$ cat config.mk
export PLATFORM = sky130hd
export DESIGN_NAME = game_sequencer
export DESIGN_NICKNAME = d
export VERILOG_FILES = /design/src/rtl/game_sequencer_pkg.sv /design/src/rtl/game_sequencer_hold_timer.sv /design/src/rtl/game_sequencer.sv
export SDC_FILE = /design/constraint.sdc
export NUM_CORES = 1
export LEC_CHECK = 0
export CAP_MARGIN = 20
export CORE_MARGIN = 1
export CORE_UTILIZATION = 54
export DETAILED_ROUTE_END_ITERATION = 8
export GPL_TIMING_DRIVEN = 0
export PLACE_DENSITY = 0.85
export SYNTH_ARGS = -nofsm -noshare
export SYNTH_HDL_FRONTEND = slang
export SYNTH_HIERARCHICAL = 1
export SYNTH_SLANG_ARGS = --single-unit
$ cat constraint.sdc
create_clock -name i_Clk -period 2.15 [get_ports i_Clk]
set_input_delay 0.5375 -clock i_Clk [delete_from_list [all_inputs] [get_ports i_Clk]]
set_output_delay 0.5375 -clock i_Clk [all_outputs]
set_load 0.01 [all_outputs]
$ cat src/rtl/game_sequencer_pkg.sv
// Shared definitions for the frog/car game controller: state encoding, field widths
// and small helpers used by the sequencer and its display consumers.
package game_sequencer_pkg;

    localparam int LEVEL_W = 5;
    localparam int LIVES_W = 2;
    localparam int HOLD_W  = 24;

    typedef enum logic [2:0] {
        IDLE      = 3'd0,
        PLAY      = 3'd1,
        DEATH     = 3'd2,
        LEVEL_UP  = 3'd3,
        GAME_OVER = 3'd4
    } state_e;

    // Next level, saturating at max_level so the display never wraps.
    function automatic logic [LEVEL_W-1:0] level_inc(input logic [LEVEL_W-1:0] level,
                                                     input logic [LEVEL_W-1:0] max_level);
        logic [LEVEL_W-1:0] res;
        if (level >= max_level) begin
            res = max_level;
        end else begin
            res = level + 5'd1;
        end
        return res;
    endfunction

    function automatic logic is_legal_state(input state_e st);
        logic ok;
        case (st)
            IDLE, PLAY, DEATH, LEVEL_UP, GAME_OVER: ok = 1'b1;
            default:                                ok = 1'b0;
        endcase
        return ok;
    endfunction

endpackage

$ cat src/rtl/game_sequencer_hold_timer.sv
// Loadable down-counter that times the frozen DEATH / LEVEL_UP holds.
module hold_timer
    import game_sequencer_pkg::*;
(
    input  logic              clk,
    input  logic              rst_n,
    input  logic              load,
    input  logic [HOLD_W-1:0] load_val,
    input  logic              en,
    output logic              done
);

    logic [HOLD_W-1:0] count_r;

    // Count register: load wins, otherwise decrement while enabled and non-zero.
    always_ff @(posedge clk or negedge rst_n) begin
        if (!rst_n) begin
            count_r <= {HOLD_W{1'b0}};
        end else if (load) begin
            count_r <= load_val;
        end else if (en && (count_r != {HOLD_W{1'b0}})) begin
            count_r <= count_r - 24'd1;
        end else begin
            count_r <= count_r;
        end
    end

    assign done = en && (count_r == {HOLD_W{1'b0}});

endmodule

$ cat src/rtl/game_sequencer.sv
// Game controller: sequences idle/play/death/level-up/game-over, owns level and lives,
// and produces the registered frog-respawn, level-up and car-enable controls.
module game_sequencer
    import game_sequencer_pkg::*;
#(
    parameter logic [LIVES_W-1:0] START_LIVES = 2'd3,
    parameter logic [LEVEL_W-1:0] MAX_LEVEL   = 5'd31,
    parameter logic [HOLD_W-1:0]  HOLD_CYCLES = 24'd12500000
)(
    input  logic               i_Clk,
    input  logic               i_Rst_L,
    input  logic               i_Start,
    input  logic               i_Frog_At_Top,
    input  logic               i_Collision,
    output logic [2:0]         o_State,
    output logic [LEVEL_W-1:0] o_Level,
    output logic [LIVES_W-1:0] o_Lives,
    output logic               o_Reset_Frog,
    output logic               o_Cars_Run,
    output logic               o_Level_Up,
    output logic               o_Game_Over
);

    state_e               state_r, state_nxt_s;
    logic [LEVEL_W-1:0]   level_r, level_nxt_s;
    logic [LIVES_W-1:0]   lives_r, lives_nxt_s;
    logic                 start_q_r, start_edge_s;
    logic                 reset_frog_r, reset_frog_nxt_s;
    logic                 level_up_r, level_up_nxt_s;
    logic                 cars_run_r, game_over_r;
    logic                 timer_load_s, timer_en_s, timer_done_s;

    assign start_edge_s = i_Start & ~start_q_r;
    assign timer_en_s   = (state_r == DEATH) || (state_r == LEVEL_UP);

    hold_timer u_hold_timer (
        .clk      (i_Clk),
        .rst_n    (i_Rst_L),
        .load     (timer_load_s),
        .load_val (HOLD_CYCLES - 24'd1),
        .en       (timer_en_s),
        .done     (timer_done_s)
    );

    // Next-state logic; start edge outranks collision, which outranks goal.
    always_comb begin
        state_nxt_s      = state_r;
        level_nxt_s      = level_r;
        lives_nxt_s      = lives_r;
        reset_frog_nxt_s = 1'b0;
        level_up_nxt_s   = 1'b0;
        timer_load_s     = 1'b0;
        if (!is_legal_state(state_r)) begin
            state_nxt_s = IDLE;
        end else if (start_edge_s) begin
            state_nxt_s      = PLAY;
            level_nxt_s      = 5'd0;
            lives_nxt_s      = START_LIVES;
            reset_frog_nxt_s = 1'b1;
        end else begin
            case (state_r)
                IDLE: begin
                    state_nxt_s = IDLE;
                end
                PLAY: begin
                    if (i_Collision) begin
                        if (lives_r > 2'd1) begin
                            lives_nxt_s  = lives_r - 2'd1;
                            timer_load_s = 1'b1;
                            state_nxt_s  = DEATH;
                        end else begin
                            lives_nxt_s = 2'd0;
                            state_nxt_s = GAME_OVER;
                        end
                    end else if (i_Frog_At_Top) begin
                        level_nxt_s    = level_inc(level_r, MAX_LEVEL);
                        level_up_nxt_s = 1'b1;
                        timer_load_s   = 1'b1;
                        state_nxt_s    = LEVEL_UP;
                    end else begin
                        state_nxt_s = PLAY;
                    end
                end
                // Collisions and goals are ignored while frozen.
                DEATH, LEVEL_UP: begin
                    if (timer_done_s) begin
                        state_nxt_s      = PLAY;
                        reset_frog_nxt_s = 1'b1;
                    end else begin
                        state_nxt_s = state_r;
                    end
                end
                GAME_OVER: begin
                    lives_nxt_s = 2'd0;
                    state_nxt_s = GAME_OVER;
                end
                default: begin
                    state_nxt_s = IDLE;
                end
            endcase
        end
    end

    // State, counters and registered outputs.
    always_ff @(posedge i_Clk or negedge i_Rst_L) begin
        if (!i_Rst_L) begin
            state_r      <= IDLE;
            level_r      <= 5'd0;
            lives_r      <= START_LIVES;
            start_q_r    <= 1'b0;
            reset_frog_r <= 1'b0;
            level_up_r   <= 1'b0;
            cars_run_r   <= 1'b0;
            game_over_r  <= 1'b0;
        end else begin
            state_r      <= state_nxt_s;
            level_r      <= level_nxt_s;
            lives_r      <= lives_nxt_s;
            start_q_r    <= i_Start;
            reset_frog_r <= reset_frog_nxt_s;
            level_up_r   <= level_up_nxt_s;
            cars_run_r   <= (state_nxt_s == PLAY);
            game_over_r  <= (state_nxt_s == GAME_OVER);
        end
    end

    assign o_State      = state_r;
    assign o_Level      = level_r;
    assign o_Lives      = lives_r;
    assign o_Reset_Frog = reset_frog_r;
    assign o_Cars_Run   = cars_run_r;
    assign o_Level_Up   = level_up_r;
    assign o_Game_Over  = game_over_r;

endmodule

==> impl_metrics.json <==
{
  "status": "completed",
  "regArea_um2": 978,
  "worst-r2r-setup-slack_ns": 0.08,
  "grt.total_usage_pct": 24.8,
  "synth_enable_flop_cells": 0,
  "drcViolationCount": 0,
  "async_reset_ff_share_pct": 100,
  "io_buffers": 18,
  "synth-seq-cells": 39,
  "mappedNetlistArea_mm2": 0.00251,
  "critPathBufInv": 3,
  "post_layout_total_power_w": 0.00367,
  "vdd_drop_max_mv": 0.703,
  "tightestPinTransition_ns": 0.851,
  "critPathSlowestCell": "sky130_fd_sc_hd__clkdlybuf4s50_1",
  "period_share_pct": 96.5,
  "maxClockFrequency_mhz": 482,
  "grt_start_max_net_pins": 40,
  "design.die.area_mm2": 0.00492,
  "synth_warnings": 6,
  "core_mm2": 0.00441,
  "crit_path_cell_trace": "clkdlybuf4s50_1, nor2b_2, o21ai_1, nor3_2, clkbuf_4, clkbuf_8, mux2_2",
  "postRouteAntennaNets": 0,
  "wire_length_of_the_first_global_routing_pass_um": 9760,
  "report.final.hold_viol_count": 0,
  "count_of_non_filler_cells_in_the_finished_layout": 380,
  "multi_input_comb_area_mm2": 0.00153,
  "worstRegToRegCells": 8,
  "tritoncts.num_buffers": 5,
  "floorplan.die.width_um": 70.2,
  "drt_pass1_iterations": 4,
  "regToRegEndpoint": "u_hold_timer/count_r[15]",
  "crit-reg2reg-launch": "u_hold_timer/count_r[1]",
  "pwr-share-clk_pct": 17.3,
  "endpoint": "u_hold_timer/count_r[16]",
  "clock_insertion_delay_worst_skew_ns": 0.29,
  "synth_top_flop_cell": "sky130_fd_sc_hd__dfrtp_1",
  "floorplan.rows": 24,
  "cts_tree": "built",
  "initial_core_util_pct": 56.8,
  "synth.lib_cells_used.distinct": 59,
  "busiest_layer": "met2",
  "cts.clk_slew.worst_paths_ns": 0.08,
  "p_int_w": 0.00215,
  "vias": 2221,
  "fill_cells": 339,
  "number_of_global_route_vias_before_repair": 2116,
  "antennaDiodeCount": 0,
  "design.portCount": 19,
  "worst_setup_path_start": "i_Frog_At_Top",
  "cts.path.max_buffers": 2,
  "finish.net_count": 336,
  "cp_slowest_stage_delay_ns": 0.45,
  "antenna_found_initial": 0,
  "cts_sinks": 39,
  "hold_ws_ns": 0.352,
  "crit_family": "buffers and inverters",
  "critPathArrivalTime_ns": 2.25,
  "grtUsageMet1_pct": 34.7,
  "cts_root_buf": "sky130_fd_sc_hd__clkbuf_8",
  "netlist_instances": 278,
  "dp_worst_setup_slack_ns": -0.961,
  "hold_path_class": "primary input to async pin",
  "startpoint_type": "primary input",
  "switching_share_pct": 41.6,
  "data_required_time_at_the_worst_endpoint_ns": 2.32,
  "cap_violations": 0,
  "area.growth.synth_to_final_pct": 21.9,
  "setup_viol": 0,
  "seq_area_frac_synth_pct": 39.0,
  "report.final.slew_viol_count": 0,
  "leakagePower_nw": 1.20,
  "final_util_pct": 69.3,
  "timing.setup.critical_path_class": "primary input to flip-flop",
  "maximum_clock_skew_at_final_layout_ns": 0.00851,
  "groute.layer.met2.usage_pct": 40.5,
  "comb_power_share_pct": 43.2,
  "detail_route.wl_per_cell_um": 15.2,
  "place_congestion": 0.879,
  "crit_fanout": 10,
  "maxSlewHeadroom_pct": 43.3,
  "initialDrtViolationCount": 149,
  "chipHeight_um": 70.2,
  "place.detailed.hpwl_um": 3860,
  "power.switching_w": 0.00153,
  "timing.critical_path.to_type": "flip-flop",
  "part_of_the_total_power_dissipated_in_sequential_elements_pct": 39.5,
  "power-per-cell-area_mw_per_mm2": 1200,
  "post_route_cells_drive_above_1_share_pct": 16.2,
  "cp_num_cells": 7,
  "setup_ws_ns": 0.0757,
  "grt.met3_usage_pct": 3.03,
  "placed_cells_incl_taps": 370,
  "cts_max_level": 2,
  "post-route-min-period_ns": 2.07,
  "post_drt_via_cell_ratio": 5.84,
  "avgSynthCellArea_um2": 9.02,
  "drt_wl_total_um": 5770,
  "grt_setup_unrepaired": "no",
  "grt_overflow": 0
}
-- what timing repair did --
item | 4_1_cts | 5_1_grt
resized for setup | 22 | 9
setup endpoints to repair | 26 | 24
pin swaps | 1 | 1
setup buffers | 1 | 1
hold buffers | 0 | 0
-- area by class of cell --
cell class                 instances  share of cell area, %
multi-input combinational        237                   50.2
sequential                        39                   32.0
tap                               52                   2.13
timing repair buffer              20                   6.30
inverter                           9                   1.10
clock inverter                     2                   1.15
clock buffer                       6                   2.70
buffer                            15                   4.46
-- placed cells by master, fill, tap and decap left out, types with 9 or more instances in the layout --
| cell | instances |
|---|---|
| sky130_fd_sc_hd__a21oi_1 | 15 |
| sky130_fd_sc_hd__clkbuf_8 | 9 |
| sky130_fd_sc_hd__clkdlybuf4s50_1 | 16 |
| sky130_fd_sc_hd__conb_1 | 24 |
| sky130_fd_sc_hd__dfrtp_1 | 37 |
| sky130_fd_sc_hd__inv_1 | 9 |
| sky130_fd_sc_hd__nand2_1 | 31 |
| sky130_fd_sc_hd__nand3_1 | 15 |
| sky130_fd_sc_hd__nand4_1 | 9 |
| sky130_fd_sc_hd__nor2_1 | 16 |
| sky130_fd_sc_hd__o21ai_0 | 12 |
| sky130_fd_sc_hd__o21ai_1 | 14 |
| sky130_fd_sc_hd__xnor2_1 | 14 |
-- logic make-up (layout without fill, tap and decap cells) --
logic type | count (synthesis) | in the layout | synth area share (%)
and+or+nand+nor | 129 | 129 | 31.9
AOI/OAI and AO/OA | 63 | 63 | 15.8
DFF | 39 | 39 | 39.0
buffers and inverters | 24 | 52 | 4.94
xor gates and xnor gates | 16 | 16 | 5.59
adders and majority gates | 4 | 4 | 2.00
other | 2 | 24 | 0.299
muxes | 1 | 1 | 0.449
-- worst min-delay path by stage --
stage | start | end | slack (ns) | depth (start not counted)
finish | i_Rst_L | u_hold_timer/count_r[9] | 0.35 | 1
global route | i_Rst_L | o_Level[3] | 0.44 | 1
CTS | i_Rst_L | u_hold_timer/count_r[9] | 0.39 | 1
detailed placement | o_Lives[0] | o_Lives[0] | 0.56 | 2
global placement | o_Lives[0] | o_Lives[0] | 0.55 | 2
floorplan | i_Rst_L | o_Cars_Run | 0.24 | 0
-- power groups by stage --
stage	Clock, W	Combinational [W]	Sequential [W]
after global placement	0	0.00138	0.00142
after global routing	0.000671	0.00174	0.00149
after detailed placement	0	0.00143	0.00143
after floorplan	0	0.00102	0.00139
after CTS	0.000642	0.00150	0.00143
final	0.000636	0.00159	0.00145
-- per-layer routing --
layer | up-vias | part of all wire [%]
met5 | - | 0
met4 | 0 | 1.4
met3 | 7 | 3.7
met2 | 66 | 48
met1 | 1069 | 46
li1 | 1079 | -
-- per-stage QoR --
stage	TNS, ns	area [µm²]
6_report	0	3060
3_5_place_dp	-18.18	2830
2_1_floorplan	0	2590
4_1_cts	0	3010
5_1_grt	0	3060
3_3_place_gp	-31.93	2840
-- registers in the layout (all words and copies together) (netlist names) --
signal,cells
o_Game_Over,1
o_Level_Up,1
o_Cars_Run,1
o_State,3
o_Reset_Frog,1
start_q_r,1
o_Lives,2
o_Level,5
u_hold_timer/count_r,24
-- cells in the mapped netlist (3+ instances only) --
| cell | count | share of area, % |
|---|---|---|
| sky130_fd_sc_hd__nor4_1 | 3 | 0.75 |
| sky130_fd_sc_hd__xnor2_1 | 14 | 4.9 |
| sky130_fd_sc_hd__and2_1 | 3 | 0.75 |
| sky130_fd_sc_hd__dfrtp_1 | 37 | 37 |
| sky130_fd_sc_hd__or4_1 | 4 | 1.2 |
| sky130_fd_sc_hd__o21ai_1 | 13 | 2.6 |
| sky130_fd_sc_hd__a21oi_1 | 15 | 3.0 |
| sky130_fd_sc_hd__nand4_1 | 9 | 2.2 |
| sky130_fd_sc_hd__inv_1 | 9 | 1.3 |
| sky130_fd_sc_hd__nor4_4 | 4 | 3.4 |
| sky130_fd_sc_hd__nand3b_1 | 4 | 1.2 |
| sky130_fd_sc_hd__nor2b_1 | 10 | 2.5 |
| sky130_fd_sc_hd__and3_1 | 3 | 0.75 |
| sky130_fd_sc_hd__nor3b_1 | 3 | 0.90 |
| sky130_fd_sc_hd__clkbuf_1 | 8 | 1.2 |
| sky130_fd_sc_hd__nor2_1 | 16 | 2.4 |
| sky130_fd_sc_hd__buf_2 | 3 | 0.60 |
| sky130_fd_sc_hd__nand2_1 | 31 | 4.6 |
| sky130_fd_sc_hd__ha_1 | 4 | 2.0 |
| sky130_fd_sc_hd__nand3_1 | 15 | 3.0 |
| sky130_fd_sc_hd__o21ai_0 | 13 | 2.6 |
| sky130_fd_sc_hd__nand2b_1 | 4 | 1.0 |
| sky130_fd_sc_hd__nor3_1 | 7 | 1.4 |
Power figures use the tool's default switching activity.
